## src/rtl/tlb_pkg.sv

```systemverilog
// Shared definitions for the TLB front end.
// Contents:
//   - default widths for the virtual page number, page offset, physical page
//     number and statistics counters
//   - FSM state encoding (IDLE / MREQ / MWAIT / RESP)
//   - tlb_entry_t: one translation entry {valid, vpn, ppn} at default widths
package tlb_pkg;

  localparam int TLB_NUM_ENTRIES = 4;
  localparam int TLB_VPN_W       = 4;
  localparam int TLB_OFF_W       = 5;
  localparam int TLB_PPN_W       = 8;
  localparam int TLB_CNT_W       = 16;

  localparam logic [1:0] ST_IDLE  = 2'd0;
  localparam logic [1:0] ST_MREQ  = 2'd1;
  localparam logic [1:0] ST_MWAIT = 2'd2;
  localparam logic [1:0] ST_RESP  = 2'd3;

  typedef struct packed {
    logic                 valid;
    logic [TLB_VPN_W-1:0] vpn;
    logic [TLB_PPN_W-1:0] ppn;
  } tlb_entry_t;

endpackage

```

## src/rtl/tlb_front_end_if.sv

```systemverilog
// Bus bundle between a translation client / page table and tlb_front_end.
// Signals:
//   req_valid, req_addr, req_ready        translation request handshake
//   flush                                 invalidate all TLB entries
//   resp_valid, resp_paddr, resp_hit      one-cycle translation response
//   pt_lookup_rqst, pt_lookup_addr        lookup issued to the page table
//   pt_lookup_complete, pt_lookup_return  page-table answer
//   hit_count, miss_count                 saturating statistics
// Modports: slave = the TLB, master = everything that talks to it.
interface tlb_front_end_if
  import tlb_pkg::*;
#(
  parameter int VPN_W = TLB_VPN_W,
  parameter int OFF_W = TLB_OFF_W,
  parameter int PPN_W = TLB_PPN_W,
  parameter int CNT_W = TLB_CNT_W
) ();

  logic                   req_valid;
  logic [VPN_W+OFF_W-1:0] req_addr;
  logic                   req_ready;
  logic                   flush;
  logic                   resp_valid;
  logic [PPN_W+OFF_W-1:0] resp_paddr;
  logic                   resp_hit;
  logic                   pt_lookup_rqst;
  logic [VPN_W-1:0]       pt_lookup_addr;
  logic                   pt_lookup_complete;
  logic [PPN_W-1:0]       pt_lookup_return;
  logic [CNT_W-1:0]       hit_count;
  logic [CNT_W-1:0]       miss_count;

  modport slave (
    input  req_valid, req_addr, flush, pt_lookup_complete, pt_lookup_return,
    output req_ready, resp_valid, resp_paddr, resp_hit,
           pt_lookup_rqst, pt_lookup_addr, hit_count, miss_count
  );

  modport master (
    output req_valid, req_addr, flush, pt_lookup_complete, pt_lookup_return,
    input  req_ready, resp_valid, resp_paddr, resp_hit,
           pt_lookup_rqst, pt_lookup_addr, hit_count, miss_count
  );

endinterface

```

## src/rtl/tlb_entry_array.sv

```systemverilog
// Fully-associative entry store for tlb_front_end.
// Ports:
//   clk, rst               clock, asynchronous active-high reset
//   flush                  clear every valid bit and the replacement pointer
//   lookup_vpn             VPN compared against all valid entries in parallel
//   lookup_hit/lookup_ppn  combinational result, lowest-index match wins
//   fill_en/fill_vpn/_ppn  write one entry (lowest invalid, else round robin)
module tlb_entry_array #(
  parameter int NUM_ENTRIES = 4,
  parameter int VPN_W       = 4,
  parameter int PPN_W       = 8
) (
  input  logic             clk,
  input  logic             rst,
  input  logic             flush,
  input  logic [VPN_W-1:0] lookup_vpn,
  output logic             lookup_hit,
  output logic [PPN_W-1:0] lookup_ppn,
  input  logic             fill_en,
  input  logic [VPN_W-1:0] fill_vpn,
  input  logic [PPN_W-1:0] fill_ppn
);

  localparam int IDX_W = (NUM_ENTRIES > 1) ? $clog2(NUM_ENTRIES) : 1;

  logic [NUM_ENTRIES-1:0] valid_reg;
  logic [VPN_W-1:0]       vpn_reg [NUM_ENTRIES];
  logic [PPN_W-1:0]       ppn_reg [NUM_ENTRIES];
  logic [IDX_W-1:0]       repl_ptr_reg;

  logic [NUM_ENTRIES-1:0] match;
  logic [IDX_W-1:0]       victim_idx;
  logic                   all_valid;

  generate
    for (genvar gi = 0; gi < NUM_ENTRIES; gi++) begin : g_match
      assign match[gi] = valid_reg[gi] && (vpn_reg[gi] == lookup_vpn);
    end
  endgenerate

  // Scan from the top down so the lowest matching index is the last writer.
  always_comb begin
    lookup_hit = 1'b0;
    lookup_ppn = '0;
    for (int i = NUM_ENTRIES - 1; i >= 0; i--) begin
      if (match[i]) begin
        lookup_hit = 1'b1;
        lookup_ppn = ppn_reg[i];
      end
    end
  end

  // Lowest invalid entry if any; otherwise the round-robin pointer.
  always_comb begin
    all_valid  = &valid_reg;
    victim_idx = repl_ptr_reg;
    for (int i = NUM_ENTRIES - 1; i >= 0; i--) begin
      if (!valid_reg[i]) victim_idx = IDX_W'(i);
    end
  end

  // Flush has priority over a fill landing in the same cycle.
  always_ff @(posedge clk or posedge rst) begin
    if (rst) begin
      valid_reg    <= '0;
      repl_ptr_reg <= '0;
    end else if (flush) begin
      valid_reg    <= '0;
      repl_ptr_reg <= '0;
    end else if (fill_en) begin
      valid_reg[victim_idx] <= 1'b1;
      if (all_valid) repl_ptr_reg <= repl_ptr_reg + IDX_W'(1);
    end
  end

  // Tag/data storage needs no reset: nothing is visible until valid is set.
  always_ff @(posedge clk) begin
    if (fill_en && !flush) begin
      vpn_reg[victim_idx] <= fill_vpn;
      ppn_reg[victim_idx] <= fill_ppn;
    end
  end

endmodule

```

## src/rtl/tlb_front_end.sv

```systemverilog
// TLB sitting in front of the page table. Hits answer the cycle after
// acceptance; misses issue one page-table lookup, fill an entry and answer
// the cycle after the page table completes.
// Ports:
//   clk  clock
//   rst  asynchronous active-high reset
//   bus  tlb_front_end_if.slave (request, response, page-table, counters)
module tlb_front_end
  import tlb_pkg::*;
#(
  parameter int NUM_ENTRIES = TLB_NUM_ENTRIES,
  parameter int VPN_W       = TLB_VPN_W,
  parameter int OFF_W       = TLB_OFF_W,
  parameter int PPN_W       = TLB_PPN_W,
  parameter int CNT_W       = TLB_CNT_W
) (
  input logic           clk,
  input logic           rst,
  tlb_front_end_if.slave bus
);

  logic [1:0]             state_reg, state_next;
  logic [OFF_W-1:0]       off_reg;
  logic [VPN_W-1:0]       lookup_addr_reg;
  logic [PPN_W+OFF_W-1:0] paddr_reg;
  logic                   hit_reg;
  logic [CNT_W-1:0]       hit_cnt_reg;
  logic [CNT_W-1:0]       miss_cnt_reg;

  logic [VPN_W-1:0] req_vpn;
  logic [OFF_W-1:0] req_off;
  logic             accept;
  logic             fill_en;
  logic             lookup_hit;
  logic [PPN_W-1:0] lookup_ppn;

  assign req_vpn = bus.req_addr[VPN_W+OFF_W-1:OFF_W];
  assign req_off = bus.req_addr[OFF_W-1:0];
  assign accept  = (state_reg == ST_IDLE) && bus.req_valid;
  // Completion is only meaningful while waiting; elsewhere it is ignored.
  assign fill_en = (state_reg == ST_MWAIT) && bus.pt_lookup_complete;

  tlb_entry_array #(
    .NUM_ENTRIES (NUM_ENTRIES),
    .VPN_W       (VPN_W),
    .PPN_W       (PPN_W)
  ) u_entries (
    .clk        (clk),
    .rst        (rst),
    .flush      (bus.flush),
    .lookup_vpn (req_vpn),
    .lookup_hit (lookup_hit),
    .lookup_ppn (lookup_ppn),
    .fill_en    (fill_en),
    .fill_vpn   (lookup_addr_reg),
    .fill_ppn   (bus.pt_lookup_return)
  );

  always_comb begin
    state_next = state_reg;
    case (state_reg)
      ST_IDLE:  if (accept) state_next = lookup_hit ? ST_RESP : ST_MREQ;
      ST_MREQ:  state_next = ST_MWAIT;
      ST_MWAIT: if (bus.pt_lookup_complete) state_next = ST_RESP;
      ST_RESP:  state_next = ST_IDLE;
      default:  state_next = ST_IDLE;
    endcase
  end

  always_ff @(posedge clk or posedge rst) begin
    if (rst) begin
      state_reg       <= ST_IDLE;
      off_reg         <= '0;
      lookup_addr_reg <= '0;
      paddr_reg       <= '0;
      hit_reg         <= 1'b0;
      hit_cnt_reg     <= '0;
      miss_cnt_reg    <= '0;
    end else begin
      state_reg <= state_next;
      if (accept) begin
        off_reg <= req_off;
        hit_reg <= lookup_hit;
        if (lookup_hit) begin
          paddr_reg <= {lookup_ppn, req_off};
          if (hit_cnt_reg != '1) hit_cnt_reg <= hit_cnt_reg + CNT_W'(1);
        end else begin
          lookup_addr_reg <= req_vpn;
          if (miss_cnt_reg != '1) miss_cnt_reg <= miss_cnt_reg + CNT_W'(1);
        end
      end
      // The response is formed from the returned PPN even if a flush drops
      // the fill in this same cycle.
      if (fill_en) paddr_reg <= {bus.pt_lookup_return, off_reg};
    end
  end

  assign bus.req_ready      = (state_reg == ST_IDLE);
  assign bus.resp_valid     = (state_reg == ST_RESP);
  assign bus.resp_paddr     = paddr_reg;
  assign bus.resp_hit       = hit_reg;
  assign bus.pt_lookup_rqst = (state_reg == ST_MREQ);
  assign bus.pt_lookup_addr = lookup_addr_reg;
  assign bus.hit_count      = hit_cnt_reg;
  assign bus.miss_count     = miss_cnt_reg;

endmodule

```

## src/flat_wrapper.sv

```systemverilog
// flat-port wrapper written by rule: the top's interface ports become plain ports
module tlb_front_end_flat import tlb_pkg::*;
#(
  parameter int NUM_ENTRIES = TLB_NUM_ENTRIES,
  parameter int VPN_W       = TLB_VPN_W,
  parameter int OFF_W       = TLB_OFF_W,
  parameter int PPN_W       = TLB_PPN_W,
  parameter int CNT_W       = TLB_CNT_W
)
  (clk, rst, bus_req_valid, bus_req_addr, bus_flush, bus_pt_lookup_complete, bus_pt_lookup_return, bus_req_ready, bus_resp_valid, bus_resp_paddr, bus_resp_hit, bus_pt_lookup_rqst, bus_pt_lookup_addr, bus_hit_count, bus_miss_count);
  tlb_front_end_if #(.VPN_W(VPN_W), .OFF_W(OFF_W), .PPN_W(PPN_W), .CNT_W(CNT_W)) bus_i ();
  input logic clk;
  input logic rst;
  input wire logic [$bits(bus_i.req_valid)-1:0] bus_req_valid;
  input wire logic [$bits(bus_i.req_addr)-1:0] bus_req_addr;
  input wire logic [$bits(bus_i.flush)-1:0] bus_flush;
  input wire logic [$bits(bus_i.pt_lookup_complete)-1:0] bus_pt_lookup_complete;
  input wire logic [$bits(bus_i.pt_lookup_return)-1:0] bus_pt_lookup_return;
  output wire logic [$bits(bus_i.req_ready)-1:0] bus_req_ready;
  output wire logic [$bits(bus_i.resp_valid)-1:0] bus_resp_valid;
  output wire logic [$bits(bus_i.resp_paddr)-1:0] bus_resp_paddr;
  output wire logic [$bits(bus_i.resp_hit)-1:0] bus_resp_hit;
  output wire logic [$bits(bus_i.pt_lookup_rqst)-1:0] bus_pt_lookup_rqst;
  output wire logic [$bits(bus_i.pt_lookup_addr)-1:0] bus_pt_lookup_addr;
  output wire logic [$bits(bus_i.hit_count)-1:0] bus_hit_count;
  output wire logic [$bits(bus_i.miss_count)-1:0] bus_miss_count;
  assign bus_i.req_valid = bus_req_valid;
  assign bus_i.req_addr = bus_req_addr;
  assign bus_i.flush = bus_flush;
  assign bus_i.pt_lookup_complete = bus_pt_lookup_complete;
  assign bus_i.pt_lookup_return = bus_pt_lookup_return;
  assign bus_req_ready = bus_i.req_ready;
  assign bus_resp_valid = bus_i.resp_valid;
  assign bus_resp_paddr = bus_i.resp_paddr;
  assign bus_resp_hit = bus_i.resp_hit;
  assign bus_pt_lookup_rqst = bus_i.pt_lookup_rqst;
  assign bus_pt_lookup_addr = bus_i.pt_lookup_addr;
  assign bus_hit_count = bus_i.hit_count;
  assign bus_miss_count = bus_i.miss_count;
  tlb_front_end #(.NUM_ENTRIES(NUM_ENTRIES), .VPN_W(VPN_W), .OFF_W(OFF_W), .PPN_W(PPN_W), .CNT_W(CNT_W)) u_core (.clk(clk), .rst(rst), .bus(bus_i));
endmodule
```

## config.mk

```make
export PLATFORM = sky130hd
export DESIGN_NAME = tlb_front_end_flat
export DESIGN_NICKNAME = d
export VERILOG_FILES = /design/src/rtl/tlb_pkg.sv /design/src/rtl/tlb_front_end_if.sv /design/src/rtl/tlb_entry_array.sv /design/src/rtl/tlb_front_end.sv /design/src/flat_wrapper.sv
export SDC_FILE = /design/constraint.sdc
export NUM_CORES = 1
export LEC_CHECK = 0
export BUFFER_PORTS_ARGS = -buffer_cell sky130_fd_sc_hd__buf_2
export CORE_MARGIN = 5
export CORE_UTILIZATION = 30
export DETAILED_ROUTE_END_ITERATION = 8
export REMOVE_ABC_BUFFERS = 1
export SETUP_SLACK_MARGIN = 0.5
export SYNTH_ARGS = -nofsm -noshare
export SYNTH_HDL_FRONTEND = slang
export SYNTH_SLANG_ARGS = --single-unit
```

## constraint.sdc

```tcl
create_clock -name clk -period 3.6 [get_ports clk]
set_clock_uncertainty 0.05 [all_clocks]
set_input_delay 0 -clock clk [delete_from_list [all_inputs] [get_ports clk]]
set_output_delay 0 -clock clk [all_outputs]
set_load 0.03 [all_outputs]
```

==> results.yml, run 1 <==
worst_hold_path:
  hp-class: "in2reg"
  min_from: "bus_req_valid"
global_route:
  grt_max_degree: 42
  grt_pass1_wl_mm: 19.09
  grt_usage_pct: 12.47
  overflow: 0
  grt_pass1_vias: 3533
  antenna_found_initial: 0
placed_design:
  dp_hpwl_mm: 8.291
  place.gp.congestion: 0.8041
  portBuffers: 74
worst_setup_path:
  cpMaxStageDelayCell: "and2_1"
  worstSetupStartpointType: "flop"
  startpoint: "u_core.state_reg[0]"
  crit_fanout: 9
  cp_slowest_stage_delay_ns: 0.46
  worstPathArrival_ns: 2.64
  cp_top_family: "simple AND/OR/NAND/NOR gates"
  crit_buf_inv: 1
  cp_cell_sequence: "inv_1 > ha_1 > and2_1 > nand4_1 > nor2_1 > mux2_2"
  critical_path_required_ns: 3.79
  setup.worst_path.end_class: "flop"
  r2r-start: "u_core.state_reg[0]"
  critical_path_class: "reg2reg"
clock_tree:
  cts_max_path_buffers: 2
  clk_latency_ns: 0.35
  root_buffer: "clkbuf_16"
  cts_made_buffers: 9
  clkTransAtPathRegs_ns: 0.07
  h-tree-depth: 3
  cts_tree: "done"
  postCtsSetupRepairBufs: 0
  clock_sinks: 111
detailed_routing:
  ant_nets: 0
  vias: 3402
  post_drt_wl_per_cell_um: 16.32
  drc_errors: 0
  drt_iter0_drc: 134
  wl_mm: 11.70
  vias_per_cell: 4.745
  drtPass1Iterations: 4
timing:
  timing.fmax_ghz: 0.4083
  relSlewSlack_pct: 41.08
  drv_slew: 0
  rsz0062_at_grt: "no"
  timing.final.crit_period_ns: 2.449
  hold_viol: 0
  tightest_slew_ns: 0.8825
  finalSetupViolations: 0
  final.period_utilization_pct: 68.03
  final.setup.tns_ns: 0
die:
  rows: 47
  dieWidth_um: 139.0
  dieArea_um2: 19330
  start_util_pct: 30.33
  io_pins: 75
  coreArea_um2: 16470
  die_h_um: 139.0
final_layout:
  drive_gt1_share_pct: 27.97
  n_fill_cell: 1641
  diodes: 0
  final_core_util_pct: 36.94
  syn2layout_area_growth_pct: 21.80
  fin_nets: 520
  largest_reg_flops: 32
pwr:
  power_density_nw_per_um2: 600.6
  max-vdd-ir-drop_v: 0.0002994
  leakage_uw: 0.002533
synthesis:
  synth_warnings: 0
  async_flop_share_pct: 56.76
  synth_ff_type: "dfrtp_1"
  syn_inst: 396
  synth_edf_count: 48
  synth_seq_cells: 111
  yosysSeqAreaShare_pct: 60.44
  synth.distinct_cells: 50
  synth_area_per_cell_um2: 12.61
  synth_area_um2: 4994
outcome:
  status: "finished, final reports clean"
job:
  maxCapViolCount: 0
cells by family after synthesis:
group,synth area share (%)
AO/OA/AOI/OAI,9.146
XOR/XNOR,9.145
adder cells (fa/ha/maj),1.503
buffers and inverters,2.756
flip-flops,60.44
multiplexers,1.578
AND/OR/NAND/NOR,15.43
synthesized netlist by cell type (2+ instances only):
cell type / instances / area, um2
a31oi_1: 13 / 81.33
o21ai_0: 2 / 10.01
edfxtp_1: 48 / 1441
buf_4: 3 / 22.52
xnor2_2: 6 / 97.59
a22oi_1: 7 / 52.55
clkbuf_1: 5 / 18.77
mux2_2: 6 / 67.56
nor3_1: 11 / 55.05
xnor2_1: 22 / 192.7
nand4_1: 13 / 81.33
and3_1: 7 / 43.79
nand2_1: 44 / 165.2
nor4_1: 6 / 37.54
a21oi_1: 3 / 15.01
nor3_2: 6 / 60.06
a221o_2: 7 / 78.83
o211ai_1: 7 / 52.55
and2_1: 4 / 25.02
and4_1: 4 / 35.03
buf_2: 5 / 25.02
a21o_1: 2 / 15.01
nand3_1: 18 / 90.09
ha_1: 6 / 75.07
buf_6: 4 / 45.04
nor2_1: 27 / 101.4
nand2_2: 2 / 12.51
xor2_1: 19 / 166.4
dfrtp_1: 63 / 1577
inv_1: 6 / 22.52
final timing paths:
path,end,slack [ns],cells past startpoint
worst max-delay path,u_core.bus.miss_count[1],1.15,6
worst min-delay path,u_core.state_reg[1],0.05,5
worst max register to register,u_core.bus.miss_count[1],1.15,6
worst min register to register,u_core.bus.miss_count[7],0.44,1
max in group asynchronous,u_core.bus.pt_lookup_addr[0],2.32,4
min in group asynchronous,u_core.bus.resp_paddr[3],0.33,3
where the power goes:
| group | switching (uW) | total, uW | internal (uW) |
|---|---|---|---|
| clock | 470 | 946 | 476 |
| sequential | 159 | 1700 | 1540 |
| combinational | 664 | 1000 | 339 |
| total | 1290 | 3650 | 2360 |
timing repair:
item	4_1_cts	5_1_grt
hold endpoints to repair	98	0
hold buffers	20	0
gates resized for setup	0	0
final cells by class:
cell class                 count  area (um2)  area share (%)
timing repair buffer         103       638.1           10.49
clock inverter                 7       52.55          0.8640
inverter                       6       22.52          0.3703
clock buffer                   9       225.2           3.703
tap                          220       275.3           4.526
multi-input combinational    261        1851           30.43
sequential                   111        3018           49.62
layout by cell type, fill, tap and decap left out, types with 2 or more instances in the layout:
master,n
a21o_1,2
a21oi_1,3
a221o_2,7
a22oi_1,7
a31oi_1,13
and2_1,4
and3_1,7
and4_1,4
buf_2,74
buf_4,9
clkbuf_16,9
clkinvlp_2,2
dfrtp_1,63
dlygate4sd3_1,20
edfxtp_1,48
ha_1,6
inv_1,5
inv_6,4
mux2_2,6
nand2_1,44
nand2_2,2
nand3_1,18
nand4_1,13
nor2_1,27
nor3_1,11
nor3_2,6
nor4_1,4
nor4_2,2
o211ai_1,7
o21ai_0,2
xnor2_1,22
xnor2_2,6
xor2_1,19
routing by layer:
metal | up-vias | GRT usage (%) | routed length, um
li1 | 1637 | - | -
met1 | 1682 | 15.82 | 5205
met2 | 74 | 20.61 | 5744
met3 | 9 | 4.310 | 635
met4 | 0 | 2.935 | 119
met5 | - | 0 | 0
stage by stage:
| step | power, uW | cell area [um2] | cells | hold slack [ns] | setup slack [ns] |
|---|---|---|---|---|---|
| finish | 3653 | 6082 | 717 | 0.05423 | 1.151 |
| global route | 3871 | 6082 | 717 | 0.06337 | 0.9641 |
| CTS | 3725 | 6082 | 717 | 0.03057 | 1.122 |
| detailed placement | 2746 | 5604 | 681 | 0.1957 | 1.139 |
| global placement | 2705 | 5604 | 681 | 0.1866 | 1.171 |
| floorplan | 2384 | 4878 | 378 | 0.01633 | 0.8407 |
worst min-delay path: stages:
cell	delay, ns
buf_2	0.11
inv_1	0.04
a21boi_0	0.11
nor2_1	0.10
a21oi_1	0.05
(Power assumes the default switching activity.)
==> inputs of run 2 (changes only) <==
Clock period 3.6 ns to 2.45 ns, I/O delays scaled along.
==> run 2 against run 1 <==
  * Clock-buffer cell count unchanged
  * Global-route usage up 0.85 points
  * Critical path depth up 1
  * Combinational power up 68%
  * Cell count up 5.2%
  * Cell area up 10%
  * First-iteration DRC count up 45%
  * Die area unchanged
  * Critical endpoint is now u_core.bus.hit_count[1]
==> results.yml, run 2 (same netlist as run 1, synthesis figures left out) <==
placed_design:
  portBuffers: 74
  dpl_worst_slack_ns: 0.3357
  placedCellCount: 692
  dp_hpwl_mm: 8.621
  place.gp.congestion: 0.8039
final_layout:
  largest_reg_flops: 32
  multi_input_area_um2: 2073
  final_common_cell: "buf_2"
  n_fill_cell: 1581
  syn2layout_area_growth_pct: 34.33
  final_cell_count_no_fill: 754
  mostFrequentLayoutCells: "74 x buf_2, 60 x dfrtp_1, 48 x edfxtp_1"
  drive_gt1_share_pct: 39.14
  diodes: 0
  fin_nets: 557
  seq_area_um2: 3022
  final_core_util_pct: 40.74
timing:
  layout_setup_ws_ns: 0.4917
  relSlewSlack_pct: 49.42
  rsz0062_at_grt: "yes"
  hold_viol: 0
  drv_slew: 0
  tightest_slew_ns: 0.7576
  finalSetupViolations: 0
  timing.fmax_ghz: 0.5107
  timing.final.crit_period_ns: 1.958
  final.period_utilization_pct: 79.93
pwr:
  p_clk_share_pct: 27.3
  switchingPower_uw: 1964
  sequentialPowerShare_pct: 43.6
  power.internal_uw: 3795
  combPwrFrac_pct: 29.2
  leakage_uw: 0.002815
  power_density_nw_per_um2: 858.6
  swShare_pct: 34.10
  max-vdd-ir-drop_v: 0.0004651
worst_setup_path:
  worstPathArrival_ns: 2.15
  critical_path_class: "reg2reg"
  critical_path_required_ns: 2.64
  worstSetupStartpointType: "flop"
  setup.worst_path.end_class: "flop"
  crit_fanout: 6
detailed_routing:
  post_drt_wl_per_cell_um: 16.91
  vias_per_cell: 4.809
  drt_iter0_drc: 194
  drtPass1Iterations: 4
  ant_nets: 0
  wl_mm: 12.75
  drc_errors: 0
  vias: 3626
clock_tree:
  h-tree-depth: 3
  clk_latency_ns: 0.35
  clkTransAtPathRegs_ns: 0.07
  cts_max_path_buffers: 2
  root_buffer: "clkbuf_16"
  clock_sinks: 111
  cts_made_buffers: 9
  cts_tree: "done"
job:
  maxCapViolCount: 0
global_route:
  grt_pass1_wl_mm: 20.45
  grt_usage_pct: 13.31
  antenna_found_initial: 0
  overflow: 0
  grt_pass1_vias: 3794
  grt_max_degree: 35
worst_hold_path:
  hp-class: "in2async"
die:
  io_pins: 75
  die_h_um: 139.0
  dieWidth_um: 139.0
  rows: 47
  dieArea_um2: 19330
  start_util_pct: 30.33
  coreArea_um2: 16470
outcome:
  status: "finished, final reports clean"
==> run 2: timing repair <==
action	in CTS	in global routing
endpoints found under the setup margin	34	61
hold endpoints to repair	89	1
hold buffers	20	1
setup buffers	8	15
pin swaps	11	15
resized for setup	19	33
cloned	2	0
==> run 2: cell type report <==
type                       instances  share of cell area (%)
sequential                       111                   45.05
tap                              220                   4.104
clock inverter                     7                   1.455
timing repair buffer             139                   14.79
clock buffer                       9                   3.358
multi-input combinational        262                   30.91
inverter                           6                  0.3358
==> run 2: worst max-delay path: stages, from the launching register on <==
cell,delay [ns]
edfxtp_1,0.41
xnor2_2,0.18
nand3_2,0.16
o22a_2,0.30
a31oi_4,0.19
buf_12,0.15
nand2_1,0.08
mux2_1,0.32
==> run 2: per-layer routing <==
metal  up-vias  GRT usage [%]  part of all wire [%]
met4         0          3.553                   1.2
met1      1832          16.92                    43
met5         -              0                     0
met3        11          4.483                   4.5
li1       1717              -                     -
met2        66          21.86                    51
==> run 2: per-stage QoR <==
step           instance area (um2)  TNS, ns  total power [uW]  hold WS (ns)
5_1_grt                       6708        0              6093        0.3623
3_3_place_gp                  5699        0              4019        0.1142
4_1_cts                       6415        0              5709      -0.08455
2_1_floorplan                 4878   -7.608              3503       0.01633
3_5_place_dp                  5699        0              4070        0.1350
6_report                      6708        0              5759        0.2822
==> run 2: worst paths after layout <==
kind | start | endpoint | slack [ns] | cells past startpoint
max | u_core.u_entries.vpn_reg[2][0] | u_core.bus.hit_count[1] | 0.49 | 7
min | rst | u_core.bus.resp_paddr[4] | 0.28 | 3
max reg2reg | u_core.u_entries.vpn_reg[2][0] | u_core.bus.hit_count[1] | 0.49 | 7
min reg2reg | u_core.bus.hit_count[14] | u_core.bus.hit_count[14] | 0.44 | 1
max in group asynchronous | rst | u_core.bus.resp_paddr[8] | 1.35 | 4
min in group clk | bus_pt_lookup_return[3] | u_core.u_entries.ppn_reg[1][3] | 0.39 | 2
==> run 2: power groups by stage <==
stage	Sequential [uW]	Combinational (uW)	Clock (uW)
floorplan	2860	640	0
global placement	2540	1480	0
detailed placement	2560	1510	0
CTS	2520	1570	1610
global route	2550	1850	1690
finish	2510	1680	1570
